===== src/rtl/ysyx_24080014_lsu_if.sv =====
// Bus between the LSU and its neighbours: execute-stage request, memory block
// word port, and write-back result. slave is the LSU side, master the environment.
interface ysyx_24080014_lsu_if;
    // Handshakes: a transfer happens on a posedge where valid and ready are both
    // high; valid, once raised, holds its payload until that edge.
    logic        in_valid;
    logic        in_ready;
    logic        in_load;
    logic        in_store;
    logic [2:0]  in_funct3;
    logic [31:0] in_addr;
    logic [31:0] in_wdata;
    logic        mem_wen;
    logic        mem_ren;
    logic        mem_valid;
    logic [7:0]  mem_wmask;
    logic [31:0] mem_waddr;
    logic [31:0] mem_raddr;
    logic [31:0] mem_wdata;
    logic        mem_ready;
    logic [31:0] mem_rdata;
    logic        out_valid;
    logic        out_ready;
    logic [31:0] out_data;
    logic        out_err;

    modport slave (
        input  in_valid, in_load, in_store, in_funct3, in_addr, in_wdata,
        input  mem_ready, mem_rdata, out_ready,
        output in_ready, mem_wen, mem_ren, mem_valid, mem_wmask, mem_waddr,
        output mem_raddr, mem_wdata, out_valid, out_data, out_err
    );

    modport master (
        output in_valid, in_load, in_store, in_funct3, in_addr, in_wdata,
        output mem_ready, mem_rdata, out_ready,
        input  in_ready, mem_wen, mem_ren, mem_valid, mem_wmask, mem_waddr,
        input  mem_raddr, mem_wdata, out_valid, out_data, out_err
    );
endinterface


===== src/rtl/ysyx_24080014_lsu.sv =====
// Load/store unit: one memory instruction at a time, word-granular memory port,
// byte-lane alignment and load extension, single result to write-back.
module ysyx_24080014_lsu #(
    parameter int TIMEOUT = 16
) (
    input  logic                  clk,
    input  logic                  rst,
    ysyx_24080014_lsu_if.slave    bus,
    output logic [1:0]            dbg_state
);

    localparam logic [1:0] IDLE  = 2'd0;
    localparam logic [1:0] ISSUE = 2'd1;
    localparam logic [1:0] WAIT  = 2'd2;
    localparam logic [1:0] DONE  = 2'd3;

    logic [1:0]  state;
    logic        ld_q;
    logic        st_q;
    logic [2:0]  f3_q;
    logic [31:0] addr_q;
    logic [31:0] wdata_q;
    logic [31:0] data_q;
    logic        err_q;
    logic [7:0]  cnt_q;

    logic        illegal_in;
    logic        misalign_in;
    logic [31:0] shifted;
    logic [31:0] load_val;
    logic        issue_st;
    logic        issue_ld;

    // Request classification works on the live inputs; only the IDLE capture uses it.
    always_comb begin
        illegal_in  = 1'b0;
        misalign_in = 1'b0;
        if (bus.in_load && bus.in_store)
            illegal_in = 1'b1;
        else if (bus.in_load)
            illegal_in = (bus.in_funct3 == 3'b011) || (bus.in_funct3 == 3'b110) ||
                         (bus.in_funct3 == 3'b111);
        else if (bus.in_store)
            illegal_in = (bus.in_funct3 > 3'b010);
        case (bus.in_funct3[1:0])
            2'b01:   misalign_in = bus.in_addr[0];
            2'b10:   misalign_in = (bus.in_addr[1:0] != 2'b00);
            default: misalign_in = 1'b0;
        endcase
    end

    always_comb begin
        shifted = bus.mem_rdata >> {addr_q[1:0], 3'b000};
        case (f3_q)
            3'b000:  load_val = {{24{shifted[7]}}, shifted[7:0]};
            3'b001:  load_val = {{16{shifted[15]}}, shifted[15:0]};
            3'b010:  load_val = shifted;
            3'b100:  load_val = {24'd0, shifted[7:0]};
            3'b101:  load_val = {16'd0, shifted[15:0]};
            default: load_val = 32'd0;
        endcase
    end

    // Memory port is decoded purely from registered state and operands.
    always_comb begin
        issue_st      = (state == ISSUE) && st_q;
        issue_ld      = (state == ISSUE) && ld_q;
        bus.mem_wen   = issue_st;
        bus.mem_ren   = issue_ld;
        bus.mem_valid = (state != ISSUE);
        bus.mem_waddr = issue_st ? {addr_q[31:2], 2'b00} : 32'd0;
        bus.mem_raddr = issue_ld ? {addr_q[31:2], 2'b00} : 32'd0;
        bus.mem_wdata = issue_st ? (wdata_q << {addr_q[1:0], 3'b000}) : 32'd0;
        bus.mem_wmask = 8'd0;
        if (issue_st) begin
            case (f3_q[1:0])
                2'b00:   bus.mem_wmask = 8'h01 << addr_q[1:0];
                2'b01:   bus.mem_wmask = 8'h03 << addr_q[1:0];
                default: bus.mem_wmask = 8'h0F;
            endcase
        end
        bus.in_ready  = (state == IDLE);
        bus.out_valid = (state == DONE);
        bus.out_data  = data_q;
        bus.out_err   = err_q;
        dbg_state     = state;
    end

    always_ff @(posedge clk) begin
        if (rst) begin
            state   <= IDLE;
            ld_q    <= 1'b0;
            st_q    <= 1'b0;
            f3_q    <= 3'd0;
            addr_q  <= 32'd0;
            wdata_q <= 32'd0;
            data_q  <= 32'd0;
            err_q   <= 1'b0;
            cnt_q   <= 8'd0;
        end else begin
            case (state)
                IDLE: begin
                    if (bus.in_valid) begin
                        ld_q    <= bus.in_load;
                        st_q    <= bus.in_store;
                        f3_q    <= bus.in_funct3;
                        addr_q  <= bus.in_addr;
                        wdata_q <= bus.in_wdata;
                        cnt_q   <= 8'd0;
                        if (!bus.in_load && !bus.in_store) begin
                            data_q <= bus.in_addr;
                            err_q  <= 1'b0;
                            state  <= DONE;
                        end else if (illegal_in || misalign_in) begin
                            data_q <= 32'd0;
                            err_q  <= 1'b1;
                            state  <= DONE;
                        end else begin
                            data_q <= 32'd0;
                            err_q  <= 1'b0;
                            state  <= ISSUE;
                        end
                    end
                end
                ISSUE: begin
                    cnt_q <= 8'd0;
                    state <= ld_q ? WAIT : DONE;
                end
                WAIT: begin
                    // A response on the final counted edge still beats the timeout.
                    if (bus.mem_ready) begin
                        data_q <= load_val;
                        err_q  <= 1'b0;
                        state  <= DONE;
                    end else if (cnt_q == 8'(TIMEOUT - 1)) begin
                        data_q <= 32'd0;
                        err_q  <= 1'b1;
                        state  <= DONE;
                    end else begin
                        cnt_q <= cnt_q + 8'd1;
                    end
                end
                default: begin
                    if (bus.out_ready) state <= IDLE;
                end
            endcase
        end
    end

endmodule


===== src/flat_wrapper.sv =====
// flat-port wrapper written by rule: the top's interface ports become plain ports
module ysyx_24080014_lsu_flat 
#(
    parameter int TIMEOUT = 16
)
  (clk, rst, dbg_state, bus_in_valid, bus_in_load, bus_in_store, bus_in_funct3, bus_in_addr, bus_in_wdata, bus_mem_ready, bus_mem_rdata, bus_out_ready, bus_in_ready, bus_mem_wen, bus_mem_ren, bus_mem_valid, bus_mem_wmask, bus_mem_waddr, bus_mem_raddr, bus_mem_wdata, bus_out_valid, bus_out_data, bus_out_err);
  ysyx_24080014_lsu_if bus_i ();
  input  logic clk;
  input  logic rst;
  output logic [1:0] dbg_state;
  input wire logic [$bits(bus_i.in_valid)-1:0] bus_in_valid;
  input wire logic [$bits(bus_i.in_load)-1:0] bus_in_load;
  input wire logic [$bits(bus_i.in_store)-1:0] bus_in_store;
  input wire logic [$bits(bus_i.in_funct3)-1:0] bus_in_funct3;
  input wire logic [$bits(bus_i.in_addr)-1:0] bus_in_addr;
  input wire logic [$bits(bus_i.in_wdata)-1:0] bus_in_wdata;
  input wire logic [$bits(bus_i.mem_ready)-1:0] bus_mem_ready;
  input wire logic [$bits(bus_i.mem_rdata)-1:0] bus_mem_rdata;
  input wire logic [$bits(bus_i.out_ready)-1:0] bus_out_ready;
  output wire logic [$bits(bus_i.in_ready)-1:0] bus_in_ready;
  output wire logic [$bits(bus_i.mem_wen)-1:0] bus_mem_wen;
  output wire logic [$bits(bus_i.mem_ren)-1:0] bus_mem_ren;
  output wire logic [$bits(bus_i.mem_valid)-1:0] bus_mem_valid;
  output wire logic [$bits(bus_i.mem_wmask)-1:0] bus_mem_wmask;
  output wire logic [$bits(bus_i.mem_waddr)-1:0] bus_mem_waddr;
  output wire logic [$bits(bus_i.mem_raddr)-1:0] bus_mem_raddr;
  output wire logic [$bits(bus_i.mem_wdata)-1:0] bus_mem_wdata;
  output wire logic [$bits(bus_i.out_valid)-1:0] bus_out_valid;
  output wire logic [$bits(bus_i.out_data)-1:0] bus_out_data;
  output wire logic [$bits(bus_i.out_err)-1:0] bus_out_err;
  assign bus_i.in_valid = bus_in_valid;
  assign bus_i.in_load = bus_in_load;
  assign bus_i.in_store = bus_in_store;
  assign bus_i.in_funct3 = bus_in_funct3;
  assign bus_i.in_addr = bus_in_addr;
  assign bus_i.in_wdata = bus_in_wdata;
  assign bus_i.mem_ready = bus_mem_ready;
  assign bus_i.mem_rdata = bus_mem_rdata;
  assign bus_i.out_ready = bus_out_ready;
  assign bus_in_ready = bus_i.in_ready;
  assign bus_mem_wen = bus_i.mem_wen;
  assign bus_mem_ren = bus_i.mem_ren;
  assign bus_mem_valid = bus_i.mem_valid;
  assign bus_mem_wmask = bus_i.mem_wmask;
  assign bus_mem_waddr = bus_i.mem_waddr;
  assign bus_mem_raddr = bus_i.mem_raddr;
  assign bus_mem_wdata = bus_i.mem_wdata;
  assign bus_out_valid = bus_i.out_valid;
  assign bus_out_data = bus_i.out_data;
  assign bus_out_err = bus_i.out_err;
  ysyx_24080014_lsu #(.TIMEOUT(TIMEOUT)) u_core (.clk(clk), .rst(rst), .bus(bus_i), .dbg_state(dbg_state));
endmodule

===== config.mk =====
export PLATFORM = sky130hd
export DESIGN_NAME = ysyx_24080014_lsu_flat
export DESIGN_NICKNAME = d
export VERILOG_FILES = /design/src/rtl/ysyx_24080014_lsu_if.sv /design/src/rtl/ysyx_24080014_lsu.sv /design/src/flat_wrapper.sv
export SDC_FILE = /design/constraint.sdc
export NUM_CORES = 1
export LEC_CHECK = 0
export ABC_AREA = 1
export BUFFER_PORTS_ARGS = -buffer_cell sky130_fd_sc_hd__clkbuf_2
export CAP_MARGIN = 0
export CORE_ASPECT_RATIO = 0.75
export CORE_MARGIN = 2
export CORE_UTILIZATION = 50
export DETAILED_ROUTE_END_ITERATION = 16
export PLACE_DENSITY_LB_ADDON = 0.08
export SYNTH_ARGS = -nofsm -noshare
export SYNTH_HDL_FRONTEND = slang
export SYNTH_SLANG_ARGS = --single-unit

===== constraint.sdc =====
create_clock -name clk -period 2.3 [get_ports clk]
set_input_delay 0.345 -clock clk [delete_from_list [all_inputs] [get_ports clk]]
set_output_delay 0.345 -clock clk [all_outputs]
set_load 0.005 [all_outputs]

==> impl_metrics.tcl <==
set metrics [dict create \
    status "complete, no violations" \
    fill_cells 1308 \
    max-vdd-ir-drop_uv 540 \
    vias 7325 \
    path_clk_slew_ps 70 \
    antenna_found_initial 0 \
    swShare 0.422 \
    synth_edf_count 0 \
    area_delta_synth_final_pct 24.6 \
    syn_area_per_cell_um2 6.05 \
    p_clk_frac 0.192 \
    htreeDepth 3 \
    cp-end-kind "output pin" \
    synth_top_area_frac 0.341 \
    hold_depth 3 \
    wl_per_cell_um 13.6 \
    gp_congestion 0.905 \
    root_buffer "clkbuf_16" \
    detail-route-antenna-nets 0 \
    grt_max_degree 71 \
    share_comb_of_total_power 0.462 \
    max_clock_freq_ghz 0.462 \
    viasPerCell 5.00 \
    synth_ff_type "dfxtp_1" \
    clk_path_buf_depth 2 \
    diodes 0 \
    regToRegStartpoint "u_core.dbg_state[1]" \
    yosys.area_share.adder 0.0171 \
    worst_pin_slew_ps 589 \
    slew_violations 0 \
    synth_top_area_cell "dfxtp_1" \
    synth_top_family_by_area "simple AND/OR/NAND/NOR gates" \
    post-place-ws_ps 166 \
    min_from "bus_in_wdata[10]" \
    tns_ps 0 \
    synth.most_common_cell "nand2_1" \
    fin_ws_ps 133 \
    drt_iter0_markers 599 \
    synthMuxAreaShare 0 \
    synth.distinct_cells 37 \
    power_density_nw_per_um2 1030 \
    async_reset_ff_frac 0 \
    hold_path.class "in2reg" \
    die_width_um 136 \
    crit_type "reg2out" \
    min_period_ps 2170 \
    synth_area_um2 6580 \
    r2r_cells 10 \
    cts_setup_buffers 0 \
    p_switching_mw 3.55 \
    synthSimpleGateAreaFrac 0.325 \
    grtUsageTotal 0.271 \
    dr.pass1.iters 7 \
    layout-drive-gt1-share 0.235 \
    yosys_warnings 0 \
    grt_overflow 0 \
    p_int_mw 4.86 \
    grt_pass1_vias 5970 \
    grt_pass1_wl_um 30500 \
    die_h_um 103 \
    pin_count 250 \
    maxCapViolations 0 \
    ys_seq_area_frac 0.341 \
    p_leak_nw 4.22 \
    synth_compound_area_frac 0.175 \
    initial_core_util 0.509 \
    cp_max_fo 11 \
    rows 36 \
    min_period_over_period 0.942 \
    cts_tree "built" \
    place.detailed.hpwl_um 15000 \
    skew_ps 6.95 \
    wirelength_um 19900 \
    fp.coreArea_um2 12900 \
    cts_made_buffers 9 \
    rsz0062_at_grt "no" \
    relSlewSlack 0.607 \
    arrival_ps 1820 \
    final_nets 1405 \
    ys_seq_elements 112 \
    crit_start "u_core.dbg_state[1]" \
    clk_latency_ps 350 \
    critPathLaunchType "flop" \
    dieArea_um2 14100 \
    ctsHoldBuffers 0 \
    seq_power_share 0.346 \
    hold_viol 0 \
    drc 0 \
    cts_sinks 112 \
    numPortBuffers 242 \
    required_ps 1960 \
    yosys-top-cells-area "dfxtp_1 (34%), nand2_1 (14%), nor2_1 (12%), inv_1 (7.9%), o21ai_0 (7.1%)" \
    synth_xor_area_frac 0 \
    setup_viol 0 \
    yosys-top-cells-count "nand2_1 (248), nor2_1 (205), inv_1 (138), dfxtp_1 (112), o21ai_0 (93)" \
    synthCells 1088 \
]
-- final cells by class --
class                      instances  area [um2]  share of cell area
multi-input combinational        763        3460               0.422
clock inverter                     6        66.3             0.00809
tap                              171         214              0.0261
clock buffer                      10         239              0.0291
inverter                         141         534              0.0651
sequential                       112        2240               0.274
timing repair buffer             263        1440               0.176
-- worst max-delay path, cell delays in order, from the launching register on --
cell and delay, ps:
dfxtp_1 320, inv_1 80, ha_2 220, nand2_2 130, nor2_4 190, inv_4 80
buf_4 170, o22ai_1 140, clkbuf_2 140
-- what timing repair did --
item | CTS | global route
pin swaps | 0 | 0
gates cloned | 0 | 0
endpoints found under the setup margin | 26 | 32
resized for setup | 5 | 8
-- stage by stage --
step	area [um2]	total power, mW	util	cells	hold WS, ps
4_1_cts	8180	8.42	0.633	1466	238
3_3_place_gp	7860	6.75	0.608	1450	459
3_5_place_dp	7860	6.78	0.608	1450	466
2_1_floorplan	6600	5.55	-	1094	414
5_1_grt	8200	9.12	0.634	1466	257
6_report	8200	8.42	0.634	1466	243
-- metal layers --
metal | track usage | vias to the layer above | wire (um)
met5 | 0 | - | 0
met4 | 0.0529 | 0 | 216
met3 | 0.0560 | 20 | 1620
met2 | 0.410 | 278 | 8410
met1 | 0.401 | 3235 | 9660
li1 | - | 3792 | -
-- registers in the layout (all words and copies together) (netlist names) --
register,count
u_core.bus.out_data,32
u_core.st_q,1
u_core.dbg_state,2
u_core.wdata_q,32
u_core.addr_q,32
u_core.ld_q,1
u_core.bus.out_err,1
u_core.f3_q,3
u_core.cnt_q,8
-- power groups by stage --
stage / clock (mW) / combinational, mW / sequential, mW
4_1_cts: 1.65 / 3.87 / 2.91
3_3_place_gp: 0 / 3.82 / 2.93
3_5_place_dp: 0 / 3.84 / 2.94
2_1_floorplan: 0 / 2.63 / 2.92
5_1_grt: 1.72 / 4.42 / 2.98
6_report: 1.62 / 3.88 / 2.91
-- final timing paths --
check,endpoint,slack [ps]
setup / recovery,bus_mem_wdata[29],130
hold / removal,u_core.wdata_q[10],240
setup reg to reg,u_core.bus.out_data[10],300
hold reg to reg,u_core.wdata_q[28],480
-- cells in the final DEF, fill, tap and decap left out, drive strengths merged, types with 7 or more instances in the layout --
cell and count:
o21ai 94, o211ai 7, buf 21, a21oi 87, inv 143, ha 9, nand2 249, o22ai 14
conb 7, nand3 60, dfxtp 112, clkbuf 252, nor2 211, o32ai 7
-- cell families (layout without fill, tap and decap cells) --
| kind of cell | after synthesis | after routing |
|---|---|---|
| and+or+nand+nor | 533 | 533 |
| buffers and inverters | 219 | 420 |
| other | 1 | 7 |
| AOI/OAI and AO/OA | 214 | 214 |
| adders and majority gates | 9 | 9 |
| DFF | 112 | 112 |
Power figures use the tool's default switching activity.
